[src/rtl/operand_bypass_unit.sv]
// Execute-stage operand bypass: captures decode operands, forwards from the M/W
// producers, detects load-use hazards and counts the stall cycles they cost.
module operand_bypass_unit #(
    parameter int DATA_BITS = 32,
    parameter int REG_BITS  = 5,
    parameter int NUM_SRC   = 2,
    parameter int CNT_BITS  = 16
) (
    input  logic                          clk,
    input  logic                          rst_n,
    input  logic                          d_valid,
    input  logic [NUM_SRC*REG_BITS-1:0]   d_src_reg,
    input  logic [NUM_SRC*DATA_BITS-1:0]  d_src_data,
    output logic                          d_ready,
    input  logic                          e_hold,
    input  logic                          flush,
    input  logic                          e_is_load,
    input  logic                          e_reg_write,
    input  logic [REG_BITS-1:0]           e_dst_reg,
    input  logic                          m_reg_write,
    input  logic [REG_BITS-1:0]           m_dst_reg,
    input  logic [DATA_BITS-1:0]          alu_out_m,
    input  logic                          w_reg_write,
    input  logic [REG_BITS-1:0]           w_dst_reg,
    input  logic [DATA_BITS-1:0]          result_w,
    output logic                          e_valid,
    output logic [NUM_SRC*2-1:0]          e_fwd_sel,
    output logic [NUM_SRC*DATA_BITS-1:0]  src_e,
    output logic                          load_use_stall,
    output logic [CNT_BITS-1:0]           stall_cycles
);

    logic                 e_valid_reg;
    logic                 e_valid_next;
    logic [CNT_BITS-1:0]  stall_cnt_reg;
    logic [NUM_SRC-1:0]   dep_hit;
    logic                 hold;
    logic                 accept;

    assign hold   = e_valid_reg && e_hold && !flush;
    assign accept = d_valid && d_ready && !flush;

    assign load_use_stall = d_valid && e_valid_reg && e_is_load && e_reg_write &&
                            (e_dst_reg != '0) && (|dep_hit);
    assign d_ready        = !load_use_stall && !(e_valid_reg && e_hold);
    assign e_valid        = e_valid_reg;
    assign stall_cycles   = stall_cnt_reg;

    always_comb begin
        e_valid_next = 1'b0;
        if (flush)
            e_valid_next = 1'b0;
        else if (hold || accept)
            e_valid_next = 1'b1;
    end

    always_ff @(posedge clk or negedge rst_n) begin
        if (!rst_n) begin
            e_valid_reg   <= 1'b0;
            stall_cnt_reg <= '0;
        end else begin
            e_valid_reg <= e_valid_next;
            if (load_use_stall && (stall_cnt_reg != {CNT_BITS{1'b1}}))
                stall_cnt_reg <= stall_cnt_reg + CNT_BITS'(1);
        end
    end

    generate
        for (genvar gi = 0; gi < NUM_SRC; gi++) begin : g_src
            logic [REG_BITS-1:0]  e_src_reg;
            logic [REG_BITS-1:0]  e_src_next;
            logic [DATA_BITS-1:0] cap_reg;
            logic [DATA_BITS-1:0] cap_next;
            logic [REG_BITS-1:0]  d_reg;
            logic [DATA_BITS-1:0] d_data;
            logic                 m_hit;
            logic                 w_hit;
            logic                 d_w_hit;
            logic [DATA_BITS-1:0] fwd_val;

            assign d_reg  = d_src_reg[gi*REG_BITS +: REG_BITS];
            assign d_data = d_src_data[gi*DATA_BITS +: DATA_BITS];

            // Register 0 is hard-wired zero, so it never matches a producer.
            assign m_hit   = e_valid_reg && m_reg_write && (m_dst_reg == e_src_reg) && (e_src_reg != '0);
            assign w_hit   = e_valid_reg && w_reg_write && (w_dst_reg == e_src_reg) && (e_src_reg != '0);
            assign d_w_hit = w_reg_write && (w_dst_reg == d_reg) && (d_reg != '0);

            assign fwd_val = m_hit ? alu_out_m : (w_hit ? result_w : cap_reg);
            assign src_e[gi*DATA_BITS +: DATA_BITS] = fwd_val;
            assign e_fwd_sel[gi*2 +: 2] = m_hit ? 2'b10 : (w_hit ? 2'b01 : 2'b00);
            assign dep_hit[gi] = (d_reg == e_dst_reg);

            // During a hold the forwarded value is re-captured so a producer
            // that retires while we wait is not lost.
            always_comb begin
                cap_next   = cap_reg;
                e_src_next = e_src_reg;
                if (flush) begin
                    cap_next   = cap_reg;
                end else if (hold) begin
                    cap_next   = fwd_val;
                end else if (accept) begin
                    e_src_next = d_reg;
                    cap_next   = d_w_hit ? result_w : d_data;
                end
            end

            always_ff @(posedge clk or negedge rst_n) begin
                if (!rst_n) begin
                    e_src_reg <= '0;
                    cap_reg   <= '0;
                end else begin
                    e_src_reg <= e_src_next;
                    cap_reg   <= cap_next;
                end
            end
        end
    endgenerate

endmodule

[config.mk]
export PLATFORM = sky130hd
export DESIGN_NAME = operand_bypass_unit
export DESIGN_NICKNAME = d
export VERILOG_FILES = /design/src/rtl/operand_bypass_unit.sv
export SDC_FILE = /design/constraint.sdc
export NUM_CORES = 1
export LEC_CHECK = 0
export CAP_MARGIN = 20
export CORE_MARGIN = 2
export CORE_UTILIZATION = 30
export DETAILED_ROUTE_END_ITERATION = 7
export HOLD_SLACK_MARGIN = 0.1
export SLEW_MARGIN = 30
export SYNTH_ARGS = -nofsm -noshare
export SYNTH_HDL_FRONTEND = slang
export SYNTH_SLANG_ARGS = --single-unit
[constraint.sdc]
create_clock -name clk -period 2 [get_ports clk]
set_input_delay 0.3 -clock clk [delete_from_list [all_inputs] [get_ports clk]]
set_output_delay 0.3 -clock clk [all_outputs]
set_load 0.03 [all_outputs]
## Word level (Yosys, flattened, before mapping)

Cells that the tools add are included.

| storage, ports and cells | value |
|---|---|
| flip-flop bits (word level) | 91 |
| latch bits | 0 |
| bits in writable memories | 0 |
| bits in read-only memories | 0 |
| output and inout port bits | 87 |
| memories | 0 |

| cells by class | value |
|---|---|
| add/sub/neg operators | 1 |
| $mul | 0 |
| divide/modulo/power cells | 0 |
| magnitude comparators | 0 |
| eq/ne operators | 9 |
| shifts and indexed selects | 0 |
| muxes and demuxes | 16 |
| bitwise gates (word level) | 2 |
| reduce and logical (&&, ||, !) cells | 38 |

Operators by type and width:

| operator | number |
|---|---|
| 2-to-1 mux 32 bit | 10 |
| equality test 5 bit | 8 |
| logical AND 1 bit | 25 |
| nonzero test 5 bit | 5 |
| adder 16 x 1 -> 16 bit (second input constant) | 1 |
| inequality test 16 bit (second input constant) | 1 |
| 2-to-1 mux 1 bit | 4 |
| 2-to-1 mux 2 bit | 2 |
| logical NOT 1 bit | 3 |
| AND reduction 3 bit | 1 |
| inverter 1 bit | 2 |
| AND reduction 2 bit | 1 |
| nonzero test 2 bit | 1 |
| OR reduction 2 bit | 1 |
| logical OR 1 bit | 1 |

## Logic depth before layout (Yosys ltp)

Gate-level depths: netlist of run 1.

| logic depth | value |
|---|---|
| depth in word-level cells | 12 |
| gate-level depth with buffers | 8 |
| mapped depth without buffers | 6 |

## Least setup slack after synthesis of run 1

Ideal clock, no wire load.

| timing path | value |
|---|---|
| kind | register to output |
| from | register g_src[0].e_src_reg[1] |
| to | output e_fwd_sel[0] |
| arrival | 2.084 ns |
| required time | 1.700 ns |
| path slack | -0.384 ns |
| stages on the path, launching flop included | 7 |
| buffers on the path | 2 |
| cells stage by stage | dfrtp_1 > nor4_4 > a211oi_1 > and2_1 > buf_2 > buf_4 > nor3_1 |

RTL lines:

| element | line | text |
|---|---|---|
| start, declared | 70 | `logic [REG_BITS-1:0] e_src_reg;` |
| start signal, assigned | 114 | `e_src_reg <= e_src_next;` |
| equality test 5 bit | 85 | `assign m_hit = e_valid_reg && m_reg_write && (m_dst_reg == e_src_reg) && (e_src_reg != '0);` |
| logical AND 1 bit | 85 |  |
| logical AND 1 bit (*) | 85 |  |
| via g_src[0].m_hit | 76 | `logic m_hit;` |
| 2-to-1 mux 2 bit (*) | 91 | `assign e_fwd_sel[gi*2 +: 2] = m_hit ? 2'b10 : (w_hit ? 2'b01 : 2'b00);` |
| end, declared | 27 | `output logic [NUM_SRC*2-1:0] e_fwd_sel,` |

The timed path passes the listed nets; every way through them passes the cells marked *.

## Final worst setup path of run 1

| timing path | value |
|---|---|
| from | register g_src[1].e_src_reg[4] |
| to | output src_e[32] |

| between the ends | value |
|---|---|
| word-level cells in the longest chain between the ends | 5 |

Ends and longest elaborated chain:

| element | line | text |
|---|---|---|
| start, declared | 70 |  |
| start signal, assigned | 114 |  |
| equality test 5 bit | 86 | `assign w_hit = e_valid_reg && w_reg_write && (w_dst_reg == e_src_reg) && (e_src_reg != '0);` |
| logical AND 1 bit (2 in series) | 86 |  |
| 2-to-1 mux 32 bit | 89 | `assign fwd_val = m_hit ? alu_out_m : (w_hit ? result_w : cap_reg);` |
| 2-to-1 mux 32 bit (*) | 89 |  |
| end, declared | 28 | `output logic [NUM_SRC*DATA_BITS-1:0] src_e,` |

Every way passes the cells marked *; elsewhere a longest branch is shown, timed or not.

==> summary by stage, run 1 <==
Run status
The run finished, with violations left. The final reports fail on design-rule violations, negative setup slack.

Worst setup path
The worst path arrival time is roughly 2400 ps. In this design, the stage delay of the slowest critical-path cell is 470 ps. The total buffers and inverters traversed by the critical path is 4. The worst setup path is captured at an output pin. The family of cells with the greatest summed delay on the critical path is buffers and inverters. The critical path in this run is classified as flip-flop to output pin.

At the worst endpoint, the required time is ~1700 ps. The slowest stage of the critical path is the dfrtp_1 cell. The worst setup path is launched from a flip-flop. The maximum fanout along the worst path is 8. Traced cell by cell, the critical path runs through buf_4 > xor2_1 > nor4_2 > buf_4 > nand3_4 > clkbuf_16 > nor2_4 > nor2_2 > buf_6. The most frequent cell on the critical path is buf_4.

Logic synthesis
Yosys attributes the largest share of cell area to dfrtp_1 (26%), a222oi_1 (7.3%), o221ai_1 (6.4%). The top flip-flop cell by instance count after synthesis is dfrtp_1. Synthesis handed over a netlist of approximately 1100 instances. The number of nets in the synthesized netlist is 1311.

The number of flops mapped to enable cells by yosys is 0. The total of warnings raised by yosys is 0. After synthesis, the netlist uses 45 different library cells. For this run, asynchronously set or reset flops after synthesis account for 1.000. The share of the Yosys chip area taken by registers is 0.2580. By instance count, the leading cell after synthesis is nor2_1. The share of the synthesized area in the top cell type is 0.2580. The library cell with the largest summed area after synthesis is dfrtp_1.

In this run the mean area of a mapped cell was approximately 7.7 sq um. After synthesis the netlist holds a flip-flop and latch count of a little over 90. By count the netlist is led by nor2_1 (135), inv_1 (132), nor3_1 (100). The cell area that synthesis handed to floorplanning was about 8800 sq um.

Floorplanning
The number of standard-cell rows in the floorplan is 62. The die covers slightly above 30000 sq um. The core area is 28860 sq um. The height of the chip is approximately 180 um. The initial core utilization is 0.3059. The floorplan step set the die width to about 180 um. Pin placement for this block handled 249 I/O pins.

Power
Summed over all cells, the static leakage comes to ~6.6 nW. The worst-case IR drop observed on VDD is ~0.00043 V. The power per standard cell area is 586.6 nW/um^2.

GRT
The global-route track usage on met1 is 0.3798. The global-route track usage on met3 is 0.05931. The met2 usage is 0.4478. Across every metal layer, demand over resource in global routing totals 0.2830. The first-pass GRT wire length is between 60000 and 70000 um. The global route total overflow is 0.

The number of antenna violations at the first check in global routing is 2. The most used routing layer in global routing is met2. The via count of the first global-routing pass was ~12000. The pin count of the biggest net entering global routing is 67.

Drt
The first detailed-routing pass ran for 8 iterations. The final wirelength is between 40000 and 50000 um. After detailed routing, the number of remaining DRC violations is 19. The remaining antenna violation count is 0. The first routing iteration left roughly 1700 violations. The detailed-route vias per instance is 6.131. The detailed-route via count is between 10000 and 15000. In the final routed layout, each cell accounts on average for roughly 25 um.

Place
The total placed instance area is between 10000 and 15000 sq um. Input and output buffers added on the ports amount to roughly 250. The worst slack at placement is -822.3 ps. The half-perimeter wire length of the detailed placement result is between 30000 and 40000 um.

The placer's final routability congestion estimate is about 0.98.

Timing
At the pin with the least slew margin, the transition time is between 500 and 600 ps. Setup violations remaining at the end of the flow were counted as 160. The final hold violation count is 0.

The normalized max-slew margin is 0.6314. Hold timing on the final database bottoms out at a slack of ~450 ps. The setup skew after layout is roughly 17 ps. The highest attainable clock frequency is 0.3713 GHz.

The smallest clock period supported by the final layout is computed as between 2000 and 3000 ps. Across all setup checks in the final design, the least slack found is -693.3 ps. Setup total negative slack on the finished layout was measured at -57620 ps.

Setup repair after global routing could not meet its margin everywhere. The count of pins over their slew limit is 0. Dividing the final minimum period by the clock period gives 1.347.

Cells and area
From synthesis to final layout, the design area changed by 88.39%. The sequential cells in the finished layout cover a total of around 2300 sq um. Summing all multi-input logic gate instances after layout gives between 7000 and 8000 sq um. The flip-flop count of the largest register, all copies and words added is 64.

The share of post-route cells with drive strength above 1 is 0.4277. The post-route cell area is between 15000 and 20000 sq um. The number of nets at the end of the flow is approximately 1700. The layout has 2477 filler cells.

Hold path
The tightest min-delay check is of the input pin to asynchronous set/reset pin type.

Clock network
The tree built by TritonCTS fans out to 91 sinks. TritonCTS built the clock tree. After clock tree synthesis, the clock-pin slew on the worst setup and hold paths is about 80 ps.

The maximum buffer depth of the clock tree is 2. At the later pin of the worst-skew pair, clock insertion delay measures 360 ps. The deepest level of the CTS H-tree is 3. In this run the clock root is driven by a clkbuf_16. The TritonCTS buffer count is 9.

Flow run
Max-cap violations in this run came to 0.
-- cell families (layout without fill, tap and decap cells) --
family	count (synthesis)	in the layout	share of synthesized area
AO/OA/AOI/OAI	333	333	0.3011
flip-flops	91	91	0.2580
XOR/XNOR	53	53	0.05259
AND/OR/NAND/NOR	360	360	0.2084
multiplexers	43	43	0.05032
adder cells (fa/ha/maj)	1	1	0.001417
other	0	1	0
buffers and inverters	267	683	0.1283
-- cells in the final DEF (no fill, tap or decap), types with 38 or more instances in the layout --
cell,netlist,routed
a21oi_1,65,64
a222oi_1,64,64
buf_12,0,52
buf_4,8,180
buf_6,9,94
clkdlybuf4s50_1,0,161
dfrtp_1,91,81
inv_1,132,101
nor2_1,135,68
nor2_4,0,38
nor3_1,100,70
o221ai_1,64,47
-- worst reg2reg max path: stages (launching register included) --
cell and delay [ps]:
dfrtp_1 470, buf_4 180, xor2_1 140, nor4_2 270
buf_4 180, nand3_4 170, clkbuf_16 280, nor2_4 160
buf_4 120, buf_4 90, o311ai_2 100
-- final cells by class --
cell class,instances,area share
Antenna cell,1,0.0001505
Clock buffer,9,0.01354
Clock inverter,7,0.004063
Inverter,132,0.02979
Multi-Input combinational cell,790,0.4312
Sequential cell,91,0.1377
Tap cell,384,0.02889
Timing Repair Buffer,535,0.3547
-- metal layers --
layer  vias to the layer above  part of all wire
li1                       5181                 -
met1                      5741              0.40
met2                       896              0.45
met3                       130              0.11
met4                         2             0.038
met5                         -           0.00027
-- power breakdown --
part           leakage [nW]  internal, mW  switching (mW)  total, mW
clock                 0.142         0.886           0.953       1.84
sequential             1.09          2.15           0.215       2.36
combinational          5.33          2.52            3.03       5.55
-- stage by stage --
step           power [mW]  instances    util
3_5_place_dp        6.984       1858  0.4753
3_3_place_gp        6.925       1858  0.4753
5_1_grt             10.14       1949  0.5763
4_1_cts             9.237       1907  0.5302
6_report            9.756       1949  0.5763
2_1_floorplan       5.003       1148       -
-- path summary, 6_finish.rpt --
check	from	end	slack [ps]	cells after the start
max	g_src[1].e_src_reg[4]$_DFFE_PN0P_	src_e[32]	-690	9
min	rst_n	g_src[1].cap_reg[5]$_DFFE_PN0P_	450	2
max reg2reg	g_src[1].e_src_reg[4]$_DFFE_PN0P_	g_src[1].cap_reg[10]$_DFFE_PN0P_	-290	10
min reg2reg	stall_cycles[0]$_DFFE_PN0P_	stall_cycles[0]$_DFFE_PN0P_	500	1
max in group asynchronous	rst_n	g_src[1].cap_reg[0]$_DFFE_PN0P_	870	3
min in group clk	d_src_reg[8]	g_src[1].e_src_reg[3]$_DFFE_PN0P_	470	2
-- repair_timing --
action                                  4_1_cts  5_1_grt
gates resized for setup                     230      172
endpoints found under the hold margin        27        0
endpoints found under the setup margin      160      160
hold buffers                                  1        0
buffers inserted                             25       30
cloned                                        7       18
pin swaps                                    40       69
Note: power is estimated with default switching activity, not from simulation.
==> inputs of run 2 (changes only) <==
Settings changed: TNS_END_PERCENT set to 1.
==> summary by stage, run 2 (synthesis gave the netlist of run 1 again) <==
Timing
The final hold violation count came to 0 (unchanged). The total negative slack was -45330 ps (+12290 ps). The normalized max-slew margin is 0.6470 (+0.01560).

The final worst setup slack is -670.4 ps (+22.86 ps). The slew at the pin closest to its max-slew limit came to 529.5 ps (-23.40 ps). Setup repair after global routing could not meet its margin everywhere. The post-route clock period utilization is 1.335 (-0.01143).

The final critical path time including I/O delays and setup is 2670 ps (-22.86 ps). The number of endpoints failing setup at the final stage is 126 (-21%). The count of pins over their slew limit came to 0 (unchanged).

The setup skew after layout is 12.51 ps (-4.350 ps). The highest attainable clock frequency is 0.3745 GHz (+0.86%).

Place
The placer's final routability congestion estimate is 0.9943 (+1.9%). The number of I/O port buffers is 248 (unchanged). The half-perimeter wire length of the detailed placement result is 30410 um (-0.45%). The worst slack at placement came to -732.4 ps (+89.91 ps). The total placed instance area is 13960 sq um (+1.8%).

Floorplanning
The initial core utilization is 0.3059 (unchanged). The number of top-level design ports was 249 (unchanged). The core area is 28860 sq um (unchanged).

The full die area came to 30810 sq um (unchanged). The width of the chip was 175.5 um (unchanged). The height of the chip was 175.5 um (unchanged). The number of standard-cell rows in the floorplan was 62 (unchanged).

Clock network
The TritonCTS buffer count came to 9 (unchanged). The CTS clock-pin slew for the worst setup and hold paths is 80 ps (about the same). The TritonCTS clock tree is done.

The clock sink count was 91 (unchanged). The clock latency of the later-clocked register in the worst-skew pair is 360 ps (about the same). The maximum buffer depth of the clock tree is 2 (unchanged).

Clock tree synthesis selected as its root buffer the cell clkbuf_16. The deepest level of the CTS H-tree was 3 (unchanged).

GRT
The number of antenna violations at the first check in global routing is 6 (+4). The total routing usage reported by global routing came to 0.2742 (-0.008897). The global route total overflow is 0 (unchanged).

The pin count of the biggest net entering global routing is 52 (-22%). The via count of the first global-routing pass is 11670 (+0.30%). The first-pass GRT wire length is 66530 um (-2.5%).

Cells and area
The top cell types in the final layout, fill and taps aside, are buf_4 (241), clkdlybuf4s50_1 (164), inv_1 (102). From synthesis to final layout, the design area changed by 71.85%. The final cell utilization of the core came to 0.5257 (-0.05060). The post-route cell area is 15170 sq um (-8.8%). The filler cell count is 2684 (+8.4%). The share of post-route cells with drive strength above 1 is 0.3740 (-0.05373). Leaving out fill and tap cells, the most frequent cell in the layout is buf_4.

The number of nets at the end of the flow is 1690 (-1.9%). The flip-flop count of the largest register, all copies and words added was 64 (unchanged).

Hold path
The worst hold path belongs to the class input pin to flip-flop.

Worst setup path
The worst setup path is captured at an output pin. The cell type of the slowest stage on the worst timing path is dfrtp_2. The critical path required time is 1700 ps (about the same).

The longest individual stage delay on the worst path was 460 ps (about the same). The family of cells with the greatest summed delay on the critical path is simple AND/OR/NAND/NOR gates. The worst path arrival time was 2370 ps (-20 ps).

The critical path start-end classification is flip-flop to output pin. The signal on the critical path passes through xor2_1 > nor4_2 > buf_4 > and3_4 > buf_12 > a211oi_2 > nor2_1 > buf_4. The total buffers and inverters traversed by the critical path is 3 (-1). The kind of start point of the critical path is a flip-flop. The most frequent cell on the critical path is buf_4. The maximum fanout along the worst path is 8 (unchanged).

Power
The cell leakage power was 6.087 nW (-7.3%). The power per standard cell area was 619.2 nW/um^2 (+5.6%). The largest vdd supply drop is 0.0003658 V (-14%).

Drt
The detailed-route via count was 11440 (-4.3%). The routed wirelength normalized by instance count is 22.68 um (-8.8%). The count of routing violations after the opening detailed-route iteration is 1380 (-18%). The remaining antenna violation count is 0 (unchanged). The final wirelength is 43580 um (-10%). The detailed-routing iteration count for the pre-antenna-repair pass is 8 (unchanged). The number of remaining DRC errors is 0 (-19). The detailed-route vias per instance is 5.951 (-2.9%).

Run status
The run finished, with violations left. The checks that failed: negative setup slack.

Flow run
The number of max-capacitance violations reported is 0 (unchanged).
## run 2: changes by cell type in the layout (fill, tap and decap cells not counted), moves of 14 or more
cell       previous run  this run
buf_6                94        40
nor3_1               70        98
buf_4               180       241
nor2_2               29        48
clkbuf_16            23         9
nor2_1               68        82
nor2_4               38         5
nor3_2               28         1
## run 2: repair_timing
item                                    in CTS  in global routing
pin swaps                                   34                 36
resized for setup                          135                 55
hold buffers                                 1                  0
endpoints found under the setup margin     158                160
endpoints found under the hold margin       14                  0
buffers inserted                             5                  1
## run 2: final timing paths
check | start | to | slack (ps) | cells past startpoint
min in group asynchronous | rst_n | g_src[1].e_src_reg[3]$_DFFE_PN0P_ | 350 | 2
max in group asynchronous | rst_n | stall_cycles[8]$_DFFE_PN0P_ | 1000 | 3
hold reg to reg | stall_cycles[15]$_DFFE_PN0P_ | stall_cycles[15]$_DFFE_PN0P_ | 500 | 1
setup / recovery | g_src[1].e_src_reg[3]$_DFFE_PN0P_ | src_e[63] | -670 | 8
hold / removal | flush | e_valid$_DFF_PN0_ | 300 | 2
setup reg to reg | g_src[1].e_src_reg[3]$_DFFE_PN0P_ | g_src[1].cap_reg[6]$_DFFE_PN0P_ | -240 | 9
## run 2: per-layer routing
metal  vias to the layer above  routed length [um]  global-route usage
met5                         -                   0                   0
met4                         0                1524              0.1226
met3                       108                3616             0.03745
met2                       686               20770              0.4475
met1                      5530               17670              0.3611
li1                       5114                   -                   -
## run 2: through the flow
step                power, mW  hold WS [ps]  cells
global placement        7.030         194.3   1893
global route            9.813         312.3   1922
finish                  9.394         295.4   1922
floorplan               4.950         4.409   1148
detailed placement      7.080         201.0   1893
CTS                     9.195         274.5   1915
## run 2: layout make-up
cell class,count,area (sq um),area share
Clock inverter,7,76.32,0.005031
Inverter,132,500.5,0.03299
Timing Repair Buffer,503,4896,0.3227
Tap cell,384,480.5,0.03167
Antenna cell,6,15.01,0.0009898
Multi-Input combinational cell,790,6688,0.4409
Clock buffer,9,225.2,0.01485
Sequential cell,91,2288,0.1509
## run 2: report_power, final
| group | leakage [nW] | internal (mW) | total (mW) | switching [mW] |
|---|---|---|---|---|
| sequential | 1.10 | 2.15 | 2.36 | 0.211 |
| combinational | 4.84 | 2.35 | 5.20 | 2.85 |
| clock | 0.149 | 0.893 | 1.83 | 0.940 |
